--- config.mk ---
export PLATFORM = sky130hd
export DESIGN_NAME = qm_truth_sweeper
export DESIGN_NICKNAME = d
export VERILOG_FILES = /design/src/rtl/qm_truth_sweeper_pkg.sv /design/src/rtl/qm_truth_sweeper_crc16.sv /design/src/rtl/qm_truth_sweeper.sv
export SDC_FILE = /design/constraint.sdc
export NUM_CORES = 1
export LEC_CHECK = 0
export ABC_AREA = 1
export CAP_MARGIN = 40
export CORE_UTILIZATION = 40
export DETAILED_ROUTE_END_ITERATION = 12
export DONT_BUFFER_PORTS = 1
export GPL_TIMING_DRIVEN = 0
export PLACE_DENSITY = 0.66
export SLEW_MARGIN = 20
export SYNTH_ARGS = -nofsm -noshare
export SYNTH_HDL_FRONTEND = slang
export SYNTH_HIERARCHICAL = 1
export SYNTH_SLANG_ARGS = --single-unit
export TNS_END_PERCENT = 100
--- constraint.sdc ---
create_clock -name i_clk -period 2.1 [get_ports i_clk]
set_clock_uncertainty 0.05 [all_clocks]
set_input_delay 0.105 -clock i_clk [delete_from_list [all_inputs] [get_ports i_clk]]
set_output_delay 0.105 -clock i_clk [all_outputs]
set_load 0.1 [all_outputs]
--- src/rtl/qm_truth_sweeper_pkg.sv ---
// Shared types and constants for the truth-table sweeper and its CRC step.
package qm_pkg;

    typedef enum logic [1:0] {
        ST_IDLE   = 2'd0,
        ST_HOLD   = 2'd1,
        ST_SAMPLE = 2'd2,
        ST_DONE   = 2'd3
    } qm_state_t;

    localparam logic [15:0] CRC_POLY = 16'h1021;
    localparam logic [15:0] CRC_INIT = 16'hFFFF;
    localparam int          QM_N_IN  = 11;
    localparam int          QM_CNT_W = 12;

endpackage

--- src/rtl/qm_truth_sweeper_crc16.sv ---
// One serial, MSB-first CRC-16 step: next signature from the current signature and one bit.
module crc16_serial
    import qm_pkg::*;
(
    input  logic [15:0] i_sig,
    input  logic        i_bit,
    output logic [15:0] o_sig
);

    logic w_fb;

    assign w_fb  = i_sig[15] ^ i_bit;
    assign o_sig = {i_sig[14:0], 1'b0} ^ (w_fb ? CRC_POLY : 16'h0000);

endmodule

--- src/rtl/qm_truth_sweeper.sv ---
// Sweeps every input vector of an N_IN-input combinational function, compacts the
// sampled outputs into a CRC-16 signature and a minterm count, and flags pass/fail.
//
// state     | meaning
// ----------+------------------------------------------------------------
// ST_IDLE   | waiting for start after reset
// ST_HOLD   | current vector driven, waiting SETTLE cycles for it to settle
// ST_SAMPLE | one cycle: fold func_out into signature/count, advance vector
// ST_DONE   | sweep finished, done/pass held until the next start
module qm_truth_sweeper
    import qm_pkg::*;
#(
    parameter int          N_IN      = QM_N_IN,
    parameter int          SETTLE    = 1,
    parameter logic [15:0] EXP_SIG   = 16'h0000,
    parameter logic [11:0] EXP_COUNT = 12'd0
) (
    input  logic            i_clk,
    input  logic            i_rst_n,
    input  logic            i_start,
    input  logic            i_func_out,
    output logic [N_IN-1:0] o_vec,
    output logic            o_busy,
    output logic            o_done,
    output logic            o_pass,
    output logic [15:0]     o_signature,
    output logic [11:0]     o_minterm_count
);

    localparam int              SW          = (SETTLE > 1) ? $clog2(SETTLE) : 1;
    localparam logic [SW-1:0]   SETTLE_LAST = SW'(SETTLE - 1);
    localparam logic [N_IN-1:0] VEC_LAST    = '1;

    qm_state_t r_state;
    qm_state_t w_state_next;

    logic [SW-1:0]   r_settle;
    logic [N_IN-1:0] r_vec;
    logic [15:0]     r_sig;
    logic [11:0]     r_cnt;
    logic            r_done;
    logic            r_pass;

    logic [15:0]     w_sig_next;
    logic [11:0]     w_cnt_next;
    logic            w_settle_last;
    logic            w_vec_last;

    crc16_serial u_crc (
        .i_sig (r_sig),
        .i_bit (i_func_out),
        .o_sig (w_sig_next)
    );

    assign w_cnt_next    = r_cnt + {11'd0, i_func_out};
    assign w_settle_last = (r_settle == SETTLE_LAST);
    assign w_vec_last    = (r_vec == VEC_LAST);

    // State register.
    always_ff @(posedge i_clk or negedge i_rst_n) begin
        if (!i_rst_n) begin
            r_state <= ST_IDLE;
        end else begin
            r_state <= w_state_next;
        end
    end

    // Next-state decode; start is only honoured when no sweep is running.
    always_comb begin
        w_state_next = r_state;
        case (r_state)
            ST_IDLE, ST_DONE: if (i_start)       w_state_next = ST_HOLD;
            ST_HOLD:          if (w_settle_last) w_state_next = ST_SAMPLE;
            ST_SAMPLE:        w_state_next = w_vec_last ? ST_DONE : ST_HOLD;
            default:          w_state_next = ST_IDLE;
        endcase
    end

    // Datapath: settle timer, vector counter, signature, minterm count and verdict.
    always_ff @(posedge i_clk or negedge i_rst_n) begin
        if (!i_rst_n) begin
            r_settle <= '0;
            r_vec    <= '0;
            r_sig    <= CRC_INIT;
            r_cnt    <= '0;
            r_done   <= 1'b0;
            r_pass   <= 1'b0;
        end else begin
            case (r_state)
                ST_IDLE, ST_DONE: begin
                    if (i_start) begin
                        r_settle <= '0;
                        r_vec    <= '0;
                        r_sig    <= CRC_INIT;
                        r_cnt    <= '0;
                        r_done   <= 1'b0;
                        r_pass   <= 1'b0;
                    end
                end
                ST_HOLD: begin
                    r_settle <= r_settle + 1'b1;
                end
                ST_SAMPLE: begin
                    r_sig <= w_sig_next;
                    r_cnt <= w_cnt_next;
                    if (w_vec_last) begin
                        // Verdict uses the values being registered on this same edge.
                        r_done <= 1'b1;
                        r_pass <= (w_sig_next == EXP_SIG) && (w_cnt_next == EXP_COUNT);
                    end else begin
                        r_vec    <= r_vec + 1'b1;
                        r_settle <= '0;
                    end
                end
                default: ;
            endcase
        end
    end

    assign o_vec           = r_vec;
    assign o_busy          = (r_state == ST_HOLD) || (r_state == ST_SAMPLE);
    assign o_done          = r_done;
    assign o_pass          = r_pass;
    assign o_signature     = r_sig;
    assign o_minterm_count = r_cnt;

endmodule

==> metrics.md <==
| Metric | Value |
|---|---|
| Post-DRT Antenna Nets | 0 |
| Final Cycle Share | 95.7% |
| Main combinational cell family by area after synthesis | simple AND/OR/NAND/NOR gates |
| CTS buffer count | 5 |
| Routed WL | 6310 um |
| Filler cells | 537 |
| WS Path Type | reg2reg |
| GRT Util Overall | 20.2% |
| Critical Path End Type | flop |
| Min cycle time layout | 2010 ps |
| Root Driver | clkbuf_8 |
| Max_slew headroom | 62.0% |
| Leading area contributor after synthesis | dfrtp_1 |
| Critical path cell sequence | ha_4 > nand2_1 > nor2_4 > nand4_4 > nor2_4 > nor2_8 > clkinv_8 > nand2_1 > o21ai_2 |
| Synth top area cells | dfrtp_1 (27%), dfstp_2 (16%), nand2_1 (12%) |
| Post-synthesis net count | 333 |
| Sequential-to-total area share from yosys stat | 43.8% |
| Core Box Area | 0.00606 mm2 |
| Synth Area in XOR/XNOR | 1.71% |
| Post-Synth Simple-Gate Area | 28.0% |
| Layout overhead on the synthesized area | 39.1% |
| Post-Synth Adder-Cell Area | 2.44% |
| CTS Sinks | 44 |
| PnR worst setup slack | 90.5 ps |
| Crit path max fanout | 10 |
| Synth async-reset ratio | 100% |
| Die height | 82.0 um |
| Placed instance area | 0.00328 mm2 |
| Final Max Slew Viols | 0 |
| Yosys Warn Count | 6 |
| # DRC | 0 |
| Global route total overflow | 0 |
| Longest Clk Path Bufs | 2 |
| Routed vias/inst | 4.96 |
| Antenna diodes | 0 |
| Worst min-delay path category | in2reg |
| Max cap viols | 0 |
| FF+latch count, synth | 44 |
| Mux share of post-synthesis cell area | 0% |
| CP delay by family, top | simple AND/OR/NAND/NOR gates |
| Port Buffer Count | 0 |
| Initial Utilization | 42.2% |
| Pleak | 1.56 nW |
| Power per Cell Area | 1170 mW/mm2 |
| Syn Std Cell Area | 0.00256 mm2 |
| Final Instance Area | 0.00356 mm2 |
| Post-DR wirelength/cell | 14.0 um |
| Die X | 82.0 um |
| Top post-synthesis cells by count | nand2_1 (82), inv_1 (36), nor2_1 (33) |
| Crit start category | flop |
| Worst path max stage delay | 670 ps |
| Die ar. | 0.00672 mm2 |
| Status | completed |
| Initial antenna violation count | 0 |
| Tot Pwr | 4.16 mW |
| Syn avg cell area | 7.90 um2 |
| Measured slew at the worst slew-check pin | 570 ps |
| Yosys top cell area share | 27.4% |
| Post-synth cell types | 31 |
| Buf+Inv Stages, Crit Path | 1 |
| Number of global-route vias before repair | 2178 |
| Final Setup Violations | 0 |
| Max H-tree Level | 2 |
| Worst skew pair latency | 300 ps |
| Fmax achieved | 498 MHz |
| Worst-path clk slew | 80 ps |
| Top-count cell post-synth | nand2_1 |
| CTS tree | built |
| Cell count after synthesis | 324 |
| Arrival time at the worst endpoint | 2190 ps |
| Compound-Gate Fraction of Synth Area | 11.9% |
| VDD IR max | 0.000847 V |
| Final Hold Violating Endpoints | 0 |
| First DRT Iteration DRCs | 97 |
| Worst Path Required | 2280 ps |
| I/O pin count | 46 |
| Drt pass-1 iters | 4 |
| DP HPWL | 4590 um |
| Critical-path top delay cell | dfrtp_4 |
| Post-synth EDFFs | 0 |
| GPL Wtd Cong | 0.807 |
| # nets final | 382 |
| Unrepaired setup endpoints after global routing | yes |
| Top FF cell, synth | dfrtp_1 |
| Pin count of the biggest net entering global routing | 45 |
| FP Rows | 28 |
| Pre-CTS setup slack | -89.6 ps |
| Final hold slack | 30.1 ps |
| Share of layout cells above drive strength 1 | 29.1% |
| First-pass GRT wire length | 10200 um |
| Via count | 2229 |
power breakdown:
group	switching [mW]	internal (mW)	leakage, nW
logic	0.945	0.528	0.966
registers	0.950	1.09	0.541
clock network	0.288	0.356	0.0524
total	2.18	1.97	1.56
sequential cells by signal (all words and copies together), names as in the netlist:
name             count
o_minterm_count     12
o_pass               1
r_settle             1
o_vec               11
o_signature         16
r_state              2
o_done               1
worst register-to-register path, delay by kind of cell (launching register included):
kind                     cells  cell delay (ps)
AO/OA/AOI/OAI                1               70
adder cells (fa/ha/maj)      1              230
AND/OR/NAND/NOR              6              860
buffers and inverters        1               80
flip-flops                   1              670
metrics by stage:
stage                     utilization [%]  std cells  setup TNS (ps)
after floorplan                         -        324               0
after global placement               44.0        399           -1520
after detailed placement             54.1        435           -1280
after CTS                            57.0        446               0
after global routing                 58.7        449           -92.0
final                                58.7        449               0
kinds of logic after synthesis:
| family | after synthesis |
|---|---|
| AOI/OAI and AO/OA | 50 |
| xor gates and xnor gates | 5 |
| adders and majority gates | 5 |
| buffers and inverters | 63 |
| DFF | 44 |
| and+or+nand+nor | 157 |
worst paths after layout:
| path | from | to | slack, ps | cells past startpoint |
|---|---|---|---|---|
| min | i_func_out | o_minterm_count[0]$_DFFE_PN0P_ | 30 | 2 |
| min reg2reg | r_state[0]$_DFFE_PN0P_ | r_state[0]$_DFFE_PN0P_ | 490 | 2 |
| max reg2reg | o_vec[0]$_DFFE_PN0P_ | o_vec[7]$_DFFE_PN0P_ | 90 | 9 |
| max in group asynchronous | i_rst_n | o_signature[14]$_DFFE_PN1P_ | 1470 | 2 |
| max | o_vec[0]$_DFFE_PN0P_ | o_vec[7]$_DFFE_PN0P_ | 90 | 9 |
| min in group asynchronous | i_rst_n | o_minterm_count[11]$_DFFE_PN0P_ | 250 | 2 |
placed cells by master, fill, tap and decap left out, types with 4 or more instances in the layout:
cell	instances
a21oi_1	8
buf_1	10
buf_16	19
buf_4	18
buf_6	7
clkbuf_8	5
dfrtp_1	21
dfrtp_2	4
dfstp_2	13
inv_1	35
inv_2	6
nand2_1	80
nand3_1	22
nand4_1	5
nor2_1	32
nor2_4	6
o21ai_0	15
o21ai_1	9
o21ai_2	4
o22a_1	7
o22ai_1	4
xor2_1	5
layer usage:
| metal | up-vias | track usage, % | share of wire [%] |
|---|---|---|---|
| li1 | 1131 | - | - |
| met1 | 1044 | 23.7 | 44 |
| met2 | 48 | 34.9 | 50 |
| met3 | 6 | 6.56 | 5.4 |
| met4 | 0 | 6.14 | 0.84 |
| met5 | - | 0 | 0 |
cell type report:
class | count | area, um2 | share of cell area, %
clock buffers | 7 | 76.3 | 2.14
multi-input cells | 217 | 1190 | 33.4
well taps | 75 | 93.8 | 2.64
inverters | 43 | 181 | 5.10
clock inverters | 1 | 30.0 | 0.844
flip-flops and latches | 44 | 1150 | 32.3
plain buffers | 20 | 140 | 3.94
repair buffers | 42 | 699 | 19.7
timing repair:
action,in CTS,in global routing
pin swaps,1,4
gates cloned,0,0
hold buffers,3,0
gates resized for setup,7,19
endpoints found under the setup margin,31,33
hold endpoints to repair,45,0
buffers inserted,0,3
(Power assumes the default switching activity.)
